==> config.mk <==
export PLATFORM = sky130hd
export DESIGN_NAME = multicycle_ctrl
export DESIGN_NICKNAME = d
export VERILOG_FILES = /design/src/rtl/multicycle_ctrl.sv
export SDC_FILE = /design/constraint.sdc
export NUM_CORES = 1
export LEC_CHECK = 0
export BUFFER_PORTS_ARGS = -buffer_cell sky130_fd_sc_hd__buf_4
export CAP_MARGIN = 20
export CORE_UTILIZATION = 25
export DETAILED_ROUTE_END_ITERATION = 10
export HOLD_SLACK_MARGIN = 0.05
export PLACE_DENSITY_LB_ADDON = 0.15
export SKIP_LAST_GASP = 1
export SLEW_MARGIN = 30
export SYNTH_ARGS = -nofsm -noshare
export SYNTH_HDL_FRONTEND = slang
export SYNTH_SLANG_ARGS = --single-unit
==> constraint.sdc <==
create_clock -name clk_i -period 5.1 [get_ports clk_i]
set_input_delay 0.765 -clock clk_i [delete_from_list [all_inputs] [get_ports clk_i]]
set_output_delay 0.765 -clock clk_i [all_outputs]
set_load 0.05 [all_outputs]
==> src/rtl/multicycle_ctrl.sv <==
// -----------------------------------------------------------------------------
// multicycle_ctrl
//   Main control FSM of the multi-cycle RV32I-subset CPU (R-type, addi, lw,
//   sw, beq). Produces the ALUOp code for the ALU control decoder, the
//   datapath mux selects and write enables, and sequences the shared memory
//   port. Illegal opcodes and memory timeouts park the FSM in ERROR until
//   reset.
//
// Ports
//   clk_i         clock, rising edge
//   rst_i         asynchronous reset, active high
//   start_i       leave IDLE and begin fetching
//   opcode_i[6:0] IR[6:0], valid from DECODE onward
//   zero_i        ALU zero flag (beq decision)
//   mem_ready_i   memory completes the current request this cycle
//   mem_req_o     memory request
//   mem_we_o      memory write (sw)
//   iord_o        memory address select: 0 = PC, 1 = ALUOut
//   ir_we_o       latch IR
//   pc_we_o       write PC
//   pc_src_o      PC source: 0 = ALU result, 1 = ALUOut
//   alu_src_a_o   ALU A select: 00 PC, 01 rs1, 10 oldPC
//   alu_src_b_o   ALU B select: 00 rs2, 01 const 4, 10 imm
//   ALUOp         00 add, 01 sub (beq), 10 funct-decoded
//   reg_we_o      register file write
//   mem_to_reg_o  writeback source: 0 = ALUOut, 1 = MDR
//   state_o       current state encoding
//   err_code_o    00 none, 01 illegal opcode, 10 memory timeout
//   instr_cnt_o   retired instruction count (wraps)
// -----------------------------------------------------------------------------
module multicycle_ctrl #(
    parameter int TIMEOUT_CYCLES = 16,
    parameter int CNT_W          = 5
) (
    input  logic        clk_i,
    input  logic        rst_i,
    input  logic        start_i,
    input  logic [6:0]  opcode_i,
    input  logic        zero_i,
    input  logic        mem_ready_i,
    output logic        mem_req_o,
    output logic        mem_we_o,
    output logic        iord_o,
    output logic        ir_we_o,
    output logic        pc_we_o,
    output logic        pc_src_o,
    output logic [1:0]  alu_src_a_o,
    output logic [1:0]  alu_src_b_o,
    output logic [1:0]  ALUOp,
    output logic        reg_we_o,
    output logic        mem_to_reg_o,
    output logic [3:0]  state_o,
    output logic [1:0]  err_code_o,
    output logic [31:0] instr_cnt_o
);

    typedef enum logic [3:0] {
        S_IDLE   = 4'd0,
        S_FETCH  = 4'd1,
        S_DECODE = 4'd2,
        S_EXEC_R = 4'd3,
        S_EXEC_I = 4'd4,
        S_ADDR   = 4'd5,
        S_MEM_RD = 4'd6,
        S_MEM_WR = 4'd7,
        S_WB_ALU = 4'd8,
        S_WB_MEM = 4'd9,
        S_BRANCH = 4'd10,
        S_ERROR  = 4'd15
    } state_t;

    localparam logic [6:0] OP_R      = 7'b0110011;
    localparam logic [6:0] OP_I      = 7'b0010011;
    localparam logic [6:0] OP_LOAD   = 7'b0000011;
    localparam logic [6:0] OP_STORE  = 7'b0100011;
    localparam logic [6:0] OP_BRANCH = 7'b1100011;

    localparam logic             TMO_EN   = (TIMEOUT_CYCLES != 0);
    localparam logic [CNT_W-1:0] TMO_LAST = CNT_W'(TIMEOUT_CYCLES - 1);

    state_t            state, state_next;
    logic [CNT_W-1:0]  tmo_cnt, tmo_cnt_next;
    logic [1:0]        err_code, err_next;
    logic [31:0]       instr_cnt, instr_next;
    logic              mem_state;

    // Memory handshake: mem_req_o is a valid that stays high for every cycle
    // the FSM sits in FETCH/MEM_RD/MEM_WR; the request completes in the cycle
    // mem_ready_i is sampled high together with mem_req_o, and the FSM moves
    // on at that clock edge. A ready without a request is ignored.

    always_ff @(posedge clk_i or posedge rst_i) begin
        if (rst_i) begin
            state     <= S_IDLE;
            tmo_cnt   <= '0;
            err_code  <= 2'b00;
            instr_cnt <= 32'd0;
        end else begin
            state     <= state_next;
            tmo_cnt   <= tmo_cnt_next;
            err_code  <= err_next;
            instr_cnt <= instr_next;
        end
    end

    assign mem_state = (state == S_FETCH) || (state == S_MEM_RD) || (state == S_MEM_WR);

    always_comb begin
        state_next   = state;
        err_next     = err_code;
        instr_next   = instr_cnt;
        tmo_cnt_next = '0;
        mem_req_o    = 1'b0;
        mem_we_o     = 1'b0;
        iord_o       = 1'b0;
        ir_we_o      = 1'b0;
        pc_we_o      = 1'b0;
        pc_src_o     = 1'b0;
        alu_src_a_o  = 2'b00;
        alu_src_b_o  = 2'b00;
        ALUOp        = 2'b00;
        reg_we_o     = 1'b0;
        mem_to_reg_o = 1'b0;

        case (state)
            S_IDLE: begin
                if (start_i) state_next = S_FETCH;
            end
            S_FETCH: begin
                // PC + 4 is computed by the ALU while the fetch is outstanding.
                mem_req_o   = 1'b1;
                alu_src_b_o = 2'b01;
                if (mem_ready_i) begin
                    ir_we_o    = 1'b1;
                    pc_we_o    = 1'b1;
                    state_next = S_DECODE;
                end
            end
            S_DECODE: begin
                // Speculatively compute the branch target into ALUOut.
                alu_src_a_o = 2'b10;
                alu_src_b_o = 2'b10;
                case (opcode_i)
                    OP_R:               state_next = S_EXEC_R;
                    OP_I:               state_next = S_EXEC_I;
                    OP_LOAD, OP_STORE:  state_next = S_ADDR;
                    OP_BRANCH:          state_next = S_BRANCH;
                    default: begin
                        state_next = S_ERROR;
                        err_next   = 2'b01;
                    end
                endcase
            end
            S_EXEC_R: begin
                alu_src_a_o = 2'b01;
                ALUOp       = 2'b10;
                state_next  = S_WB_ALU;
            end
            S_EXEC_I: begin
                alu_src_a_o = 2'b01;
                alu_src_b_o = 2'b10;
                state_next  = S_WB_ALU;
            end
            S_ADDR: begin
                alu_src_a_o = 2'b01;
                alu_src_b_o = 2'b10;
                // opcode bit 5 separates store (0100011) from load (0000011).
                state_next  = opcode_i[5] ? S_MEM_WR : S_MEM_RD;
            end
            S_MEM_RD: begin
                mem_req_o = 1'b1;
                iord_o    = 1'b1;
                if (mem_ready_i) state_next = S_WB_MEM;
            end
            S_MEM_WR: begin
                mem_req_o = 1'b1;
                mem_we_o  = 1'b1;
                iord_o    = 1'b1;
                if (mem_ready_i) begin
                    state_next = S_FETCH;
                    instr_next = instr_cnt + 32'd1;
                end
            end
            S_WB_ALU: begin
                reg_we_o   = 1'b1;
                state_next = S_FETCH;
                instr_next = instr_cnt + 32'd1;
            end
            S_WB_MEM: begin
                reg_we_o     = 1'b1;
                mem_to_reg_o = 1'b1;
                state_next   = S_FETCH;
                instr_next   = instr_cnt + 32'd1;
            end
            S_BRANCH: begin
                alu_src_a_o = 2'b01;
                ALUOp       = 2'b01;
                pc_src_o    = 1'b1;
                pc_we_o     = zero_i;
                state_next  = S_FETCH;
                instr_next  = instr_cnt + 32'd1;
            end
            S_ERROR: begin
                // Sticky: only rst_i leaves this state.
                state_next = S_ERROR;
            end
            default: begin
                state_next = S_ERROR;
            end
        endcase

        // Stall accounting. The counter holds the number of not-ready cycles
        // already spent in this memory state, so the limit cycle is the one
        // where it reads TIMEOUT_CYCLES-1; a ready in that cycle still wins.
        if (mem_state && !mem_ready_i) begin
            if (TMO_EN && (tmo_cnt == TMO_LAST)) begin
                state_next = S_ERROR;
                err_next   = 2'b10;
            end else begin
                tmo_cnt_next = tmo_cnt + 1'b1;
            end
        end
    end

    assign state_o     = state;
    assign err_code_o  = err_code;
    assign instr_cnt_o = instr_cnt;

endmodule

==> results.toml <==
[critical_path]
required_ns = 4.34
regToRegSetupSlack_ns = 3.00
reg2reg_to = "instr_cnt_o[20]$_DFFE_PP0P_"
crit_path_start_kind = "flop"
path_max_fanout = 9
critical_path_arrival_ns = 1.79
worstReg2RegStart = "state_o[2]$_DFF_PP0_"
path_class = "reg2out"
r2r_cells = 5
end_kind = "output port"

[global_routing]
grt-ovfl-total = 0
track_usage_pct = 12.0
grt_max_degree = 44
grt_antenna_before_repair = 0
grt_pass1_wl_um = 9320
grt_pass1_vias = 1878

[clock_tree]
clock_latency_ns = 0.29
clk_pin_slew_ns = 0.09
cts.sinks = 43
post_cts_buffers = 0
cts_max_path_buffers = 2
htree_num_levels = 2
postCtsHoldBufs = 0
cts.repair.resized = 0
root_buffer = "clkbuf_8"
numCtsBuffers = 5
cts_tree = "built"

[sta]
hold_slack_ns = 0.480
slew_headroom_pct = 57.5
worst_slack_ns = 2.54
fin_skew_ns = 0.00965
fmax_ghz = 0.391
rsz0062_at_grt = "false"
tightest_slew_ns = 0.638
period_needed_ns = 2.56
fin_crit_sh_pct = 50.2
tns_ns = 0
finalSetupViolations = 0
hold_viol = 0
finalMaxSlewViolations = 0

[logic_synthesis]
synth_cell_type_count = 45
synthArstFlopShare_pct = 100
ys_top_cells_by_area = "dfrtp_1 46%, xnor2_1 10%, nand3_1 4.5%, nand2_1 2.7%, nor2_1 2.2%"
synth-edff-count = 0
synth_flop_cell = "dfrtp_1"
synth-seq-cells = 43
yosysWarnings = 0
synthCells = 231
syn_area_um2 = 2350
seq_area_frac_synth_pct = 45.8
syn_avg_cell_area_um2 = 10.2
syn_nets = 245
synth_top_area_share_pct = 45.8
synth_top_area_cell = "dfrtp_1"

[floorplanning]
dieArea_um2 = 9790
row_count = 35
coreArea_um2 = 9150
start_util_pct = 25.7
die_h_um = 99.0
die_w_um = 99.0
io_pins = 64

[worst_hold_path]
worstHoldEndpoint = "instr_cnt_o[31]$_DFFE_PP0P_"
hp-class = "reg2reg"
min_path_cells = 1
hp-start = "instr_cnt_o[31]$_DFFE_PP0P_"

[pwr]
power_frac_comb_pct = 3.8
seqPwrFrac_pct = 50.2
intPower_uw = 547
leakagePower_nw = 1.46
clkPwrFrac_pct = 46.0
switching_share_pct = 19.8
vdd_drop_max_mv = 0.171
power.density_nw_per_um2 = 225
power.switching_uw = 135

[finish]
nets = 307
seq_area_um2 = 1080
multi_input_area_um2 = 1170
fillCellCount = 956
area_growth_pct = 28.7
drive_above_1_share_pct = 29.6
diodes = 0

[detailed_routing]
drc = 0
detail-route-antenna-nets = 0
vias = 1878
wl_um = 5470
vias_per_cell = 4.64
routedWlPerCell_um = 13.5
drtIter0Drc = 42
firstDrtPassIters = 4

[placed_design]
gp_congestion = 0.802
dp_hpwl_um = 4010
port_buffers = 63
dp_worst_setup_slack_ns = 2.60

[status]
run_status = "finished clean"

[flow_run]
maxCapViolCount = 0
-- synth_stat cells, drive strengths merged, types with 3 or more instances --
cell type	count
nor4	5
o21ai	8
nand3	21
inv	8
xnor2	28
and2	6
a22oi	4
and4	4
or3	4
nor3	6
a21oi	8
buf	8
nand2b	3
dfrtp	43
nand2	17
and3	6
xor2	6
nand4	8
nor2	15
-- metrics by stage --
| stage | cell area (µm²) | instances | power (mW) | utilization (%) |
|---|---|---|---|---|
| floorplan | 2350 | 231 | 0.365 | - |
| global placement | 2890 | 397 | 0.376 | 31.6 |
| detailed placement | 2890 | 397 | 0.376 | 31.6 |
| CTS | 3020 | 405 | 0.696 | 33.0 |
| global route | 3020 | 405 | 0.710 | 33.0 |
| finish | 3020 | 405 | 0.682 | 33.0 |
-- critical path: stages, from the launching register on --
cell     delay (ns)
dfrtp_1        0.49
inv_1          0.19
nand2_1        0.11
or3_1          0.41
inv_1          0.11
buf_4          0.20
-- registers in the layout, indices dropped and copies added, names as in the netlist --
name / count
state_o: 4
instr_cnt_o: 32
tmo_cnt: 5
err_code_o: 2
-- worst max-delay path by stage --
stage | start | end | cells past startpoint
after floorplan | mem_ready_i | pc_we_o | 4
after global routing | state_o[3]$_DFF_PP0_ | alu_src_a_o[0] | 4
after detailed placement | mem_ready_i | pc_we_o | 5
final | state_o[0]$_DFF_PP0_ | alu_src_a_o[1] | 5
after global placement | mem_ready_i | pc_we_o | 5
after CTS | state_o[0]$_DFF_PP0_ | alu_src_a_o[1] | 5
-- placed cells by master (no fill, tap or decap), types with 6 or more instances in the layout --
master    n
and2_1    6
xnor2_1  28
a21oi_1   8
inv_1     7
xor2_1    6
and3_1    6
nand2_1  17
nor2_1   14
nand3_1  21
o21ai_0   8
dfrtp_1  43
nand4_1   7
buf_4    64
-- cell families after synthesis --
group	share of synthesized area [%]
buffers and inverters	4.58
adders and majority gates	1.06
muxes	0.479
AOI/OAI and AO/OA	7.88
xor gates and xnor gates	12.7
and+or+nand+nor	27.5
DFF	45.8
-- power by group through the flow --
stage	Clock, mW	Combinational, mW	Sequential [mW]
3_3_place_gp	0	0.0266	0.349
3_5_place_dp	0	0.0269	0.349
6_report	0.314	0.0258	0.342
4_1_cts	0.327	0.0268	0.342
2_1_floorplan	0	0.0126	0.352
5_1_grt	0.338	0.0291	0.342
-- per-layer routing --
metal / part of all wire, % / GRT usage [%] / wire (µm)
met5: 0 / 0 / 0
met4: 2.0 / 4.71 / 110
met3: 4.6 / 3.12 / 251
met2: 47 / 19.6 / 2570
met1: 46 / 15.2 / 2530
-- area by class of cell --
| type | count | area share, % |
|---|---|---|
| Multi-Input combinational cell | 171 | 38.6 |
| Tap cell | 111 | 4.59 |
| Timing Repair Buffer | 64 | 15.9 |
| Sequential cell | 43 | 35.6 |
| Clock inverter | 2 | 1.99 |
| Clock buffer | 6 | 2.40 |
| Inverter | 8 | 0.993 |
No activity file was read; power rests on OpenSTA's default activity.
